`config.mk`:
```
export PLATFORM = sky130hd
export DESIGN_NAME = operand_issue_buffer_flat
export DESIGN_NICKNAME = d
export VERILOG_FILES = /design/src/rtl/operand_issue_buffer_pkg.sv /design/src/rtl/operand_issue_buffer_if.sv /design/src/rtl/operand_issue_buffer_picker.sv /design/src/rtl/operand_issue_buffer.sv /design/src/flat_wrapper.sv
export SDC_FILE = /design/constraint.sdc
export NUM_CORES = 2
export LEC_CHECK = 0
export BUFFER_PORTS_ARGS = -buffer_cell sky130_fd_sc_hd__buf_2
export CAP_MARGIN = 25
export CORE_UTILIZATION = 40
export DETAILED_ROUTE_END_ITERATION = 10
export PLACE_DENSITY = 0.69
export SYNTH_ARGS = -nofsm -noshare
export SYNTH_HDL_FRONTEND = slang
export SYNTH_SLANG_ARGS = --single-unit
```
`constraint.sdc`:
```
create_clock -name clk -period 9.8 [get_ports clk]
set_clock_uncertainty 0.2 [all_clocks]
set_input_delay 0.98 -clock clk [delete_from_list [all_inputs] [get_ports clk]]
set_output_delay 0.98 -clock clk [all_outputs]
set_load 0.005 [all_outputs]
```
`src/rtl/operand_issue_buffer_pkg.sv`:
```
// rtl/operand_issue_buffer_pkg.sv - shared types for the operand issue buffer
package operand_issue_buffer_pkg;
  localparam int DATA_W = 64;

  typedef logic [DATA_W-1:0] reg_data_t;

  typedef struct packed {
    logic      valid;
    reg_data_t data;
  } operand_t;

  typedef enum logic [2:0] {
    SLOT_EMPTY,
    SLOT_WAIT,
    SLOT_READY,
    SLOT_FIRED,
    SLOT_NULL
  } slot_state_e;

  localparam logic [1:0] PRED_ON_FALSE = 2'b10;
  localparam logic [1:0] PRED_ON_TRUE  = 2'b11;

  localparam logic [1:0] OPND_IDX_LEFT  = 2'd0;
  localparam logic [1:0] OPND_IDX_RIGHT = 2'd1;
  localparam logic [1:0] OPND_IDX_PRED  = 2'd2;

  // Encoding 01 behaves as unpredicated.
  function automatic logic pred_active(input logic [1:0] mode);
    return (mode == PRED_ON_FALSE) || (mode == PRED_ON_TRUE);
  endfunction
endpackage

```
`src/rtl/operand_issue_buffer_if.sv`:
```
// rtl/operand_issue_buffer_if.sv - instruction load, operand delivery and ALU issue bundle
interface operand_issue_buffer_if #(
  parameter int NUM_SLOTS = 8
) ();
  import operand_issue_buffer_pkg::*;
  localparam int SLOT_W = $clog2(NUM_SLOTS);

  logic              inst_wr_en;
  logic [SLOT_W-1:0] inst_wr_slot;
  logic [7:0]        inst_wr_opcode;
  logic [2:0]        inst_wr_class;
  logic [19:0]       inst_wr_imm;
  logic [1:0]        inst_wr_bit;
  logic [1:0]        inst_wr_need;
  logic [1:0]        inst_wr_pred;

  logic              opnd_valid;
  logic [SLOT_W-1:0] opnd_slot;
  logic [1:0]        opnd_idx;
  reg_data_t         opnd_data;

  logic              issue_stall;

  logic [7:0]        alu_opcode;
  logic [2:0]        alu_class;
  logic [19:0]       alu_imm;
  logic [1:0]        alu_bit;
  operand_t [1:0]    alu_operands;
  logic              alu_fire;
  logic [SLOT_W-1:0] alu_slot;

  modport master (
    input  inst_wr_en, inst_wr_slot, inst_wr_opcode, inst_wr_class, inst_wr_imm,
           inst_wr_bit, inst_wr_need, inst_wr_pred,
           opnd_valid, opnd_slot, opnd_idx, opnd_data, issue_stall,
    output alu_opcode, alu_class, alu_imm, alu_bit, alu_operands, alu_fire, alu_slot
  );

  modport slave (
    output inst_wr_en, inst_wr_slot, inst_wr_opcode, inst_wr_class, inst_wr_imm,
           inst_wr_bit, inst_wr_need, inst_wr_pred,
           opnd_valid, opnd_slot, opnd_idx, opnd_data, issue_stall,
    input  alu_opcode, alu_class, alu_imm, alu_bit, alu_operands, alu_fire, alu_slot
  );
endinterface

```
`src/rtl/operand_issue_buffer_picker.sv`:
```
// rtl/operand_issue_buffer_picker.sv - lowest-index-first selector over slot ready bits
module slot_priority_picker #(
  parameter int N     = 8,
  parameter int IDX_W = $clog2(N)
) (
  input  logic [N-1:0]     ready,
  output logic [N-1:0]     onehot,
  output logic [IDX_W-1:0] index,
  output logic             any_ready
);
  always_comb begin
    onehot    = '0;
    index     = '0;
    any_ready = |ready;
    // Scanning downward lets the lowest ready index overwrite last.
    for (int i = N - 1; i >= 0; i--) begin
      if (ready[i]) begin
        onehot    = '0;
        onehot[i] = 1'b1;
        index     = IDX_W'(i);
      end
    end
  end
endmodule

```
`src/rtl/operand_issue_buffer.sv`:
```
// rtl/operand_issue_buffer.sv - per-tile instruction window collecting operands and issuing to the ALU
module operand_issue_buffer
  import operand_issue_buffer_pkg::*;
#(
  parameter int NUM_SLOTS = 8,
  parameter int SLOT_W    = $clog2(NUM_SLOTS)
) (
  input  logic                   clk,
  input  logic                   rst,
  input  logic                   flush,
  operand_issue_buffer_if.master bus,
  output logic [SLOT_W:0]        pending_cnt,
  output logic                   block_done,
  output logic                   err
);
  slot_state_e state_q [NUM_SLOTS];
  slot_state_e state_d [NUM_SLOTS];
  logic [7:0]  opc_q   [NUM_SLOTS];
  logic [2:0]  cls_q   [NUM_SLOTS];
  logic [19:0] imm_q   [NUM_SLOTS];
  logic [1:0]  bit_q   [NUM_SLOTS];
  logic [1:0]  need_q  [NUM_SLOTS];
  logic [1:0]  pmode_q [NUM_SLOTS];
  reg_data_t   left_q  [NUM_SLOTS];
  reg_data_t   right_q [NUM_SLOTS];

  logic [NUM_SLOTS-1:0] lp_q, rp_q, pp_q, lp_d, rp_d, pp_d;
  logic [NUM_SLOTS-1:0] load_hit, cap_l, cap_r, cap_p, ready, pick_oh;
  logic [SLOT_W-1:0]    pick_idx;
  logic                 any_ready, fire, err_set;

  always_comb begin
    for (int i = 0; i < NUM_SLOTS; i++) ready[i] = (state_q[i] == SLOT_READY);
  end

  slot_priority_picker #(.N(NUM_SLOTS), .IDX_W(SLOT_W)) u_picker (
    .ready     (ready),
    .onehot    (pick_oh),
    .index     (pick_idx),
    .any_ready (any_ready)
  );

  assign fire = any_ready && !bus.issue_stall && !flush;

  // A load is applied before the operand check, so both may land on one edge.
  always_comb begin : next_state
    slot_state_e st;
    logic [1:0]  nd, pm;
    logic        lp, rp, pp;
    state_d  = state_q;
    lp_d     = lp_q;
    rp_d     = rp_q;
    pp_d     = pp_q;
    load_hit = '0;
    cap_l    = '0;
    cap_r    = '0;
    cap_p    = '0;
    for (int i = 0; i < NUM_SLOTS; i++) begin
      load_hit[i] = bus.inst_wr_en && (bus.inst_wr_slot == SLOT_W'(i)) && (state_q[i] == SLOT_EMPTY);
      st = load_hit[i] ? SLOT_WAIT : state_q[i];
      nd = load_hit[i] ? bus.inst_wr_need : need_q[i];
      pm = load_hit[i] ? bus.inst_wr_pred : pmode_q[i];
      lp = !load_hit[i] && lp_q[i];
      rp = !load_hit[i] && rp_q[i];
      pp = !load_hit[i] && pp_q[i];
      if (bus.opnd_valid && (bus.opnd_slot == SLOT_W'(i)) && (st == SLOT_WAIT)) begin
        case (bus.opnd_idx)
          OPND_IDX_LEFT:  cap_l[i] = nd[0] && !lp;
          OPND_IDX_RIGHT: cap_r[i] = nd[1] && !rp;
          OPND_IDX_PRED:  cap_p[i] = pred_active(pm) && !pp;
          default:        ;
        endcase
      end
      lp = lp | cap_l[i];
      rp = rp | cap_r[i];
      pp = pp | cap_p[i];
      if (st == SLOT_WAIT) begin
        if (cap_p[i] && (bus.opnd_data[0] != pm[0]))
          state_d[i] = SLOT_NULL;
        else if ((!nd[0] || lp) && (!nd[1] || rp) && (!pred_active(pm) || pp))
          state_d[i] = SLOT_READY;
        else
          state_d[i] = SLOT_WAIT;
      end else if ((st == SLOT_READY) && fire && pick_oh[i]) begin
        state_d[i] = SLOT_FIRED;
      end
      lp_d[i] = lp;
      rp_d[i] = rp;
      pp_d[i] = pp;
    end
    err_set = !flush &&
              ((bus.inst_wr_en && (state_q[bus.inst_wr_slot] != SLOT_EMPTY)) ||
               (bus.opnd_valid && !(|(cap_l | cap_r | cap_p))));
  end

  always_ff @(posedge clk) begin
    if (rst || flush) begin
      for (int i = 0; i < NUM_SLOTS; i++) state_q[i] <= SLOT_EMPTY;
      lp_q <= '0;
      rp_q <= '0;
      pp_q <= '0;
    end else begin
      state_q <= state_d;
      lp_q    <= lp_d;
      rp_q    <= rp_d;
      pp_q    <= pp_d;
    end
  end

  always_ff @(posedge clk) begin
    if (rst) err <= 1'b0;
    else if (err_set) err <= 1'b1;
  end

  // Payload is only observed once the slot state qualifies it, so it needs no reset.
  always_ff @(posedge clk) begin
    for (int i = 0; i < NUM_SLOTS; i++) begin
      if (load_hit[i]) begin
        opc_q[i]   <= bus.inst_wr_opcode;
        cls_q[i]   <= bus.inst_wr_class;
        imm_q[i]   <= bus.inst_wr_imm;
        bit_q[i]   <= bus.inst_wr_bit;
        need_q[i]  <= bus.inst_wr_need;
        pmode_q[i] <= bus.inst_wr_pred;
      end
      if (cap_l[i]) left_q[i]  <= bus.opnd_data;
      if (cap_r[i]) right_q[i] <= bus.opnd_data;
    end
  end

  always_comb begin
    operand_t [1:0] ops;
    ops              = '0;
    bus.alu_opcode   = '0;
    bus.alu_class    = '0;
    bus.alu_imm      = '0;
    bus.alu_bit      = '0;
    bus.alu_slot     = '0;
    bus.alu_fire     = fire;
    if (fire) begin
      bus.alu_opcode = opc_q[pick_idx];
      bus.alu_class  = cls_q[pick_idx];
      bus.alu_imm    = imm_q[pick_idx];
      bus.alu_bit    = bit_q[pick_idx];
      bus.alu_slot   = pick_idx;
      ops[0].valid   = need_q[pick_idx][0];
      ops[0].data    = need_q[pick_idx][0] ? left_q[pick_idx] : '0;
      ops[1].valid   = need_q[pick_idx][1];
      ops[1].data    = need_q[pick_idx][1] ? right_q[pick_idx] : '0;
    end
    bus.alu_operands = ops;
  end

  always_comb begin
    logic loaded;
    pending_cnt = '0;
    loaded      = 1'b0;
    for (int i = 0; i < NUM_SLOTS; i++) begin
      if ((state_q[i] == SLOT_WAIT) || (state_q[i] == SLOT_READY))
        pending_cnt = pending_cnt + {{SLOT_W{1'b0}}, 1'b1};
      if (state_q[i] != SLOT_EMPTY) loaded = 1'b1;
    end
    block_done = loaded && (pending_cnt == '0);
  end
endmodule

```
`src/flat_wrapper.sv`:
```
// flat-port wrapper written by rule: the top's interface ports become plain ports
module operand_issue_buffer_flat import operand_issue_buffer_pkg::*;
#(
  parameter int NUM_SLOTS = 8,
  parameter int SLOT_W    = $clog2(NUM_SLOTS)
)
  (clk, rst, flush, pending_cnt, block_done, err, bus_inst_wr_en, bus_inst_wr_slot, bus_inst_wr_opcode, bus_inst_wr_class, bus_inst_wr_imm, bus_inst_wr_bit, bus_inst_wr_need, bus_inst_wr_pred, bus_opnd_valid, bus_opnd_slot, bus_opnd_idx, bus_opnd_data, bus_issue_stall, bus_alu_opcode, bus_alu_class, bus_alu_imm, bus_alu_bit, bus_alu_operands, bus_alu_fire, bus_alu_slot);
  operand_issue_buffer_if #(.NUM_SLOTS(NUM_SLOTS)) bus_i ();
  input  logic clk;
  input  logic rst;
  input  logic flush;
  output logic [SLOT_W:0] pending_cnt;
  output logic block_done;
  output logic err;
  input wire logic [$bits(bus_i.inst_wr_en)-1:0] bus_inst_wr_en;
  input wire logic [$bits(bus_i.inst_wr_slot)-1:0] bus_inst_wr_slot;
  input wire logic [$bits(bus_i.inst_wr_opcode)-1:0] bus_inst_wr_opcode;
  input wire logic [$bits(bus_i.inst_wr_class)-1:0] bus_inst_wr_class;
  input wire logic [$bits(bus_i.inst_wr_imm)-1:0] bus_inst_wr_imm;
  input wire logic [$bits(bus_i.inst_wr_bit)-1:0] bus_inst_wr_bit;
  input wire logic [$bits(bus_i.inst_wr_need)-1:0] bus_inst_wr_need;
  input wire logic [$bits(bus_i.inst_wr_pred)-1:0] bus_inst_wr_pred;
  input wire logic [$bits(bus_i.opnd_valid)-1:0] bus_opnd_valid;
  input wire logic [$bits(bus_i.opnd_slot)-1:0] bus_opnd_slot;
  input wire logic [$bits(bus_i.opnd_idx)-1:0] bus_opnd_idx;
  input wire logic [$bits(bus_i.opnd_data)-1:0] bus_opnd_data;
  input wire logic [$bits(bus_i.issue_stall)-1:0] bus_issue_stall;
  output wire logic [$bits(bus_i.alu_opcode)-1:0] bus_alu_opcode;
  output wire logic [$bits(bus_i.alu_class)-1:0] bus_alu_class;
  output wire logic [$bits(bus_i.alu_imm)-1:0] bus_alu_imm;
  output wire logic [$bits(bus_i.alu_bit)-1:0] bus_alu_bit;
  output wire logic [$bits(bus_i.alu_operands)-1:0] bus_alu_operands;
  output wire logic [$bits(bus_i.alu_fire)-1:0] bus_alu_fire;
  output wire logic [$bits(bus_i.alu_slot)-1:0] bus_alu_slot;
  assign bus_i.inst_wr_en = bus_inst_wr_en;
  assign bus_i.inst_wr_slot = bus_inst_wr_slot;
  assign bus_i.inst_wr_opcode = bus_inst_wr_opcode;
  assign bus_i.inst_wr_class = bus_inst_wr_class;
  assign bus_i.inst_wr_imm = bus_inst_wr_imm;
  assign bus_i.inst_wr_bit = bus_inst_wr_bit;
  assign bus_i.inst_wr_need = bus_inst_wr_need;
  assign bus_i.inst_wr_pred = bus_inst_wr_pred;
  assign bus_i.opnd_valid = bus_opnd_valid;
  assign bus_i.opnd_slot = bus_opnd_slot;
  assign bus_i.opnd_idx = bus_opnd_idx;
  assign bus_i.opnd_data = bus_opnd_data;
  assign bus_i.issue_stall = bus_issue_stall;
  assign bus_alu_opcode = bus_i.alu_opcode;
  assign bus_alu_class = bus_i.alu_class;
  assign bus_alu_imm = bus_i.alu_imm;
  assign bus_alu_bit = bus_i.alu_bit;
  assign bus_alu_operands = bus_i.alu_operands;
  assign bus_alu_fire = bus_i.alu_fire;
  assign bus_alu_slot = bus_i.alu_slot;
  operand_issue_buffer #(.NUM_SLOTS(NUM_SLOTS), .SLOT_W(SLOT_W)) u_core (.clk(clk), .rst(rst), .flush(flush), .bus(bus_i), .pending_cnt(pending_cnt), .block_done(block_done), .err(err));
endmodule
```
==> impl_metrics.py <==
metrics = {
    "setup_path": {
        "crit_path_frequent_cell": "buf_4",
        "start_kind": "register",
        "cp_data_required_time_ps": 8620,
        "cp_top_family": "buffers and inverters",
        "crit_slowest_cell": "buf_4",
        "crit_fanout": 198,
        "critPathMaxStageDelay_ps": 700,
        "path_cells": "or3b_1, nor2b_1, o21ai_1, a21oi_1, o21bai_4, buf_4, buf_4, buf_12, a211oi_1, a311oi_1, a31oi_1, nor2_1, buf_2",
        "cp.arrival_ps": 5520,
        "worstSetupEndpointType": "primary output",
        "crit_buf_inv": 4,
        "crit_type": "register to primary output",
    },
    "cts": {
        "cts_made_buffers": 144,
        "cts.sinks": 1369,
        "cts_buffer_depth": 3,
        "htreeDepth": 4,
        "cts_resized": 0,
        "ctsHoldBuffers": 0,
        "cts_setup_buffers": 0,
        "root_buffer": "clkbuf_16",
        "clock_latency_ps": 790,
        "cts_tree": "yes",
        "clk_pin_slew_ps": 60,
    },
    "timing": {
        "setup_tns_ps": 0,
        "finalHoldViolCount": 0,
        "final.min_clock_period_ps": 6700,
        "slew_violations": 0,
        "fin_crit_sh_pct": 68.4,
        "rsz0062_at_grt": "false",
        "finalSetupViolations": 0,
        "timing.fmax_ghz": 0.149,
        "max_slew_margin_pct": 17.6,
        "tightest_slew_ps": 1240,
    },
    "pwr": {
        "leakage_nw": 21.8,
        "power.density_mw_per_mm2": 200,
        "max-vdd-ir-drop_uv": 156,
    },
    "logic_synthesis": {
        "synth_area_mm2": 0.0555,
        "yosysTopAreaCell": "edfxtp_1",
        "ys_top_cells_by_area": "edfxtp_1 70%, nand2_1 7.9%, nand3_1 3.1%",
        "ys_seq_area_share_pct": 72.6,
        "synth_fp_nets": 4494,
        "postSynthCellCount": 4372,
        "synth-async-reset-ratio_pct": 0,
        "synth_enable_flop_cells": 1288,
        "ys_seq_elements": 1369,
        "synth_top_cell_area_share_pct": 69.7,
        "synth.distinct_cells": 78,
        "syn_avg_cell_area_um2": 12.7,
        "ys_warn_count": 0,
        "ys.flop_type": "edfxtp_1",
    },
    "global_routing": {
        "grt_usage_pct": 20.4,
        "antenna_found_initial": 27,
        "first_global_vias": 34900,
        "grt_max_degree": 231,
        "grt_pass1_wl_mm": 217,
        "grt_overflow_total": 0,
    },
    "detailed_routing": {
        "dr_total_vias": 36200,
        "drt_iter0_drc": 4025,
        "drc": 0,
        "dr.pass1.iters": 6,
        "wl_per_cell_um": 22.5,
        "ant_nets": 0,
        "viasPerCell": 5.58,
        "routed_wl_mm": 146,
    },
    "place": {
        "post-dp-hpwl_mm": 77.6,
        "io_buffers": 287,
        "place_area_mm2": 0.0586,
        "gp_congestion": 0.904,
    },
    "floorplanning": {
        "core_mm2": 0.138,
        "fp.dieH_um": 375,
        "num_rows": 136,
        "initial_core_util_pct": 40.3,
        "dieArea_mm2": 0.140,
        "die_w_um": 375,
        "io_pins": 288,
    },
    "layout": {
        "fillers": 12000,
        "multiInputGateArea_mm2": 0.0140,
        "final_layout_size_suffix_gt1_share_pct": 12.7,
        "final_common_cell": "edfxtp_1",
        "syn_to_final_growth_pct": 14.0,
        "nNetsFinal": 4693,
        "mostFrequentLayoutCells": "1288 x edfxtp_1, 1171 x nand2_1, 339 x nand3_1, 287 x buf_2, 217 x nor2_1",
        "seq_area_mm2": 0.0403,
        "stdcell_area_mm2": 0.0633,
    },
    "min_path": {
        "holdCritPathClass": "input port to register",
    },
    "job": {
        "maxCapViolCount": 0,
    },
    "outcome": {
        "status": "finished clean",
    },
}
synth_stat cells (3+ instances only):
cell type and n:
edfxtp_1 1288, nand2_1 1172, nand3_1 339, nor2_1 218, a31oi_1 169, clkbuf_1 143, nor2b_1 142, a211oi_1 141
buf_2 130, a311oi_1 129, dfxtp_1 81, a21oi_1 48, and3_1 37, o21ai_0 37, a32o_1 33, inv_1 27
nor3_1 27, buf_1 22, xnor2_1 15, nor3b_1 13, xor2_1 11, or2_2 9, ha_1 7, nand2b_1 7
o22ai_1 7, a22oi_1 6, o21a_1 6, and2_1 5, nand3b_1 5, nand4_1 5, nor4_1 5, o211ai_1 5
o21ai_1 5, or3_1 5, a211o_1 4, mux2_2 4, a2bb2oi_1 3, a32oi_1 3, and4b_1 3, and4bb_2 3
mux2i_1 3, nor4b_1 3
power by group:
part | total [mW] | leakage [nW] | switching (mW) | internal, mW
clock | 5.28 | 2.20 | 2.30 | 2.98
combinational | 0.924 | 7.39 | 0.645 | 0.279
sequential | 6.47 | 12.3 | 0.0234 | 6.45
total | 12.7 | 21.8 | 2.97 | 9.70
worst reg2reg max path: stages, from the launching register on:
cell and delay, ps:
dfxtp_1 390, nor3_1 590, nand2_1 390, clkinv_1 110, buf_4 580, nand2_1 160
o31a_1 200, nor3_2 170, buf_4 760, buf_4 540
metrics by stage:
step                      power, mW  utilization, %  hold slack (ps)  setup WS, ps  std cells
final                          12.7            46.0              223          3100       6489
after detailed placement       7.50            42.5              223          3920       6216
after CTS                      12.8            45.9              140          3020       6475
after global placement         7.48            42.5              223          3990       6216
after floorplan                7.18               -              203           350       4372
after global routing           13.1            46.0              196          2730       6486
flip-flops by register name (all words and copies together), names as in the netlist, 16 cells and up:
register	count
u_core.state_q	24
u_core.right_q	512
u_core.pmode_q	16
u_core.opc_q	64
u_core.left_q	512
u_core.imm_q	160
u_core.need_q	16
u_core.cls_q	24
u_core.bit_q	16
logic make-up (layout without fill, tap and decap cells):
kind of cell | count (synthesis) | after routing | share of synthesized area [%]
simple gates | 2012 | 2012 | 15.8
fa+ha+maj | 7 | 7 | 0.158
xor+xnor | 31 | 31 | 0.635
other cells | 0 | 11 | 0
compound gates | 618 | 618 | 8.12
mux | 9 | 9 | 0.216
flops | 1369 | 1369 | 72.6
buf+inv | 326 | 638 | 2.52
per-layer routing:
metal	GRT usage, %	wire length, um	up-vias
met2	33.5	70800	1433
met1	27.6	61500	18000
li1	-	-	16500
met5	0	69	-
met3	3.41	10400	244
met4	6.77	3520	10
final cells by class:
class	instances	share of cell area [%]
well taps	1794	3.55
repair buffers	350	3.21
diodes	11	0.0435
clock inverters	78	1.34
multi-input cells	2677	22.1
flip-flops and latches	1369	63.7
clock buffers	181	5.95
inverters	29	0.188
worst paths after layout:
check                                          start              endpoint  slack (ps)  cells after the start
worst max-delay path               u_core.state_q[4]  bus_alu_operands[30]        3100                     13
worst min-delay path                             rst            u_core.err         220                      2
worst max register to register    u_core.state_q[20]  u_core.left_q[1][13]        5360                      9
worst min register to register  u_core.pmode_q[0][1]  u_core.pmode_q[0][1]         240                      2
Power figures use the tool's default switching activity.
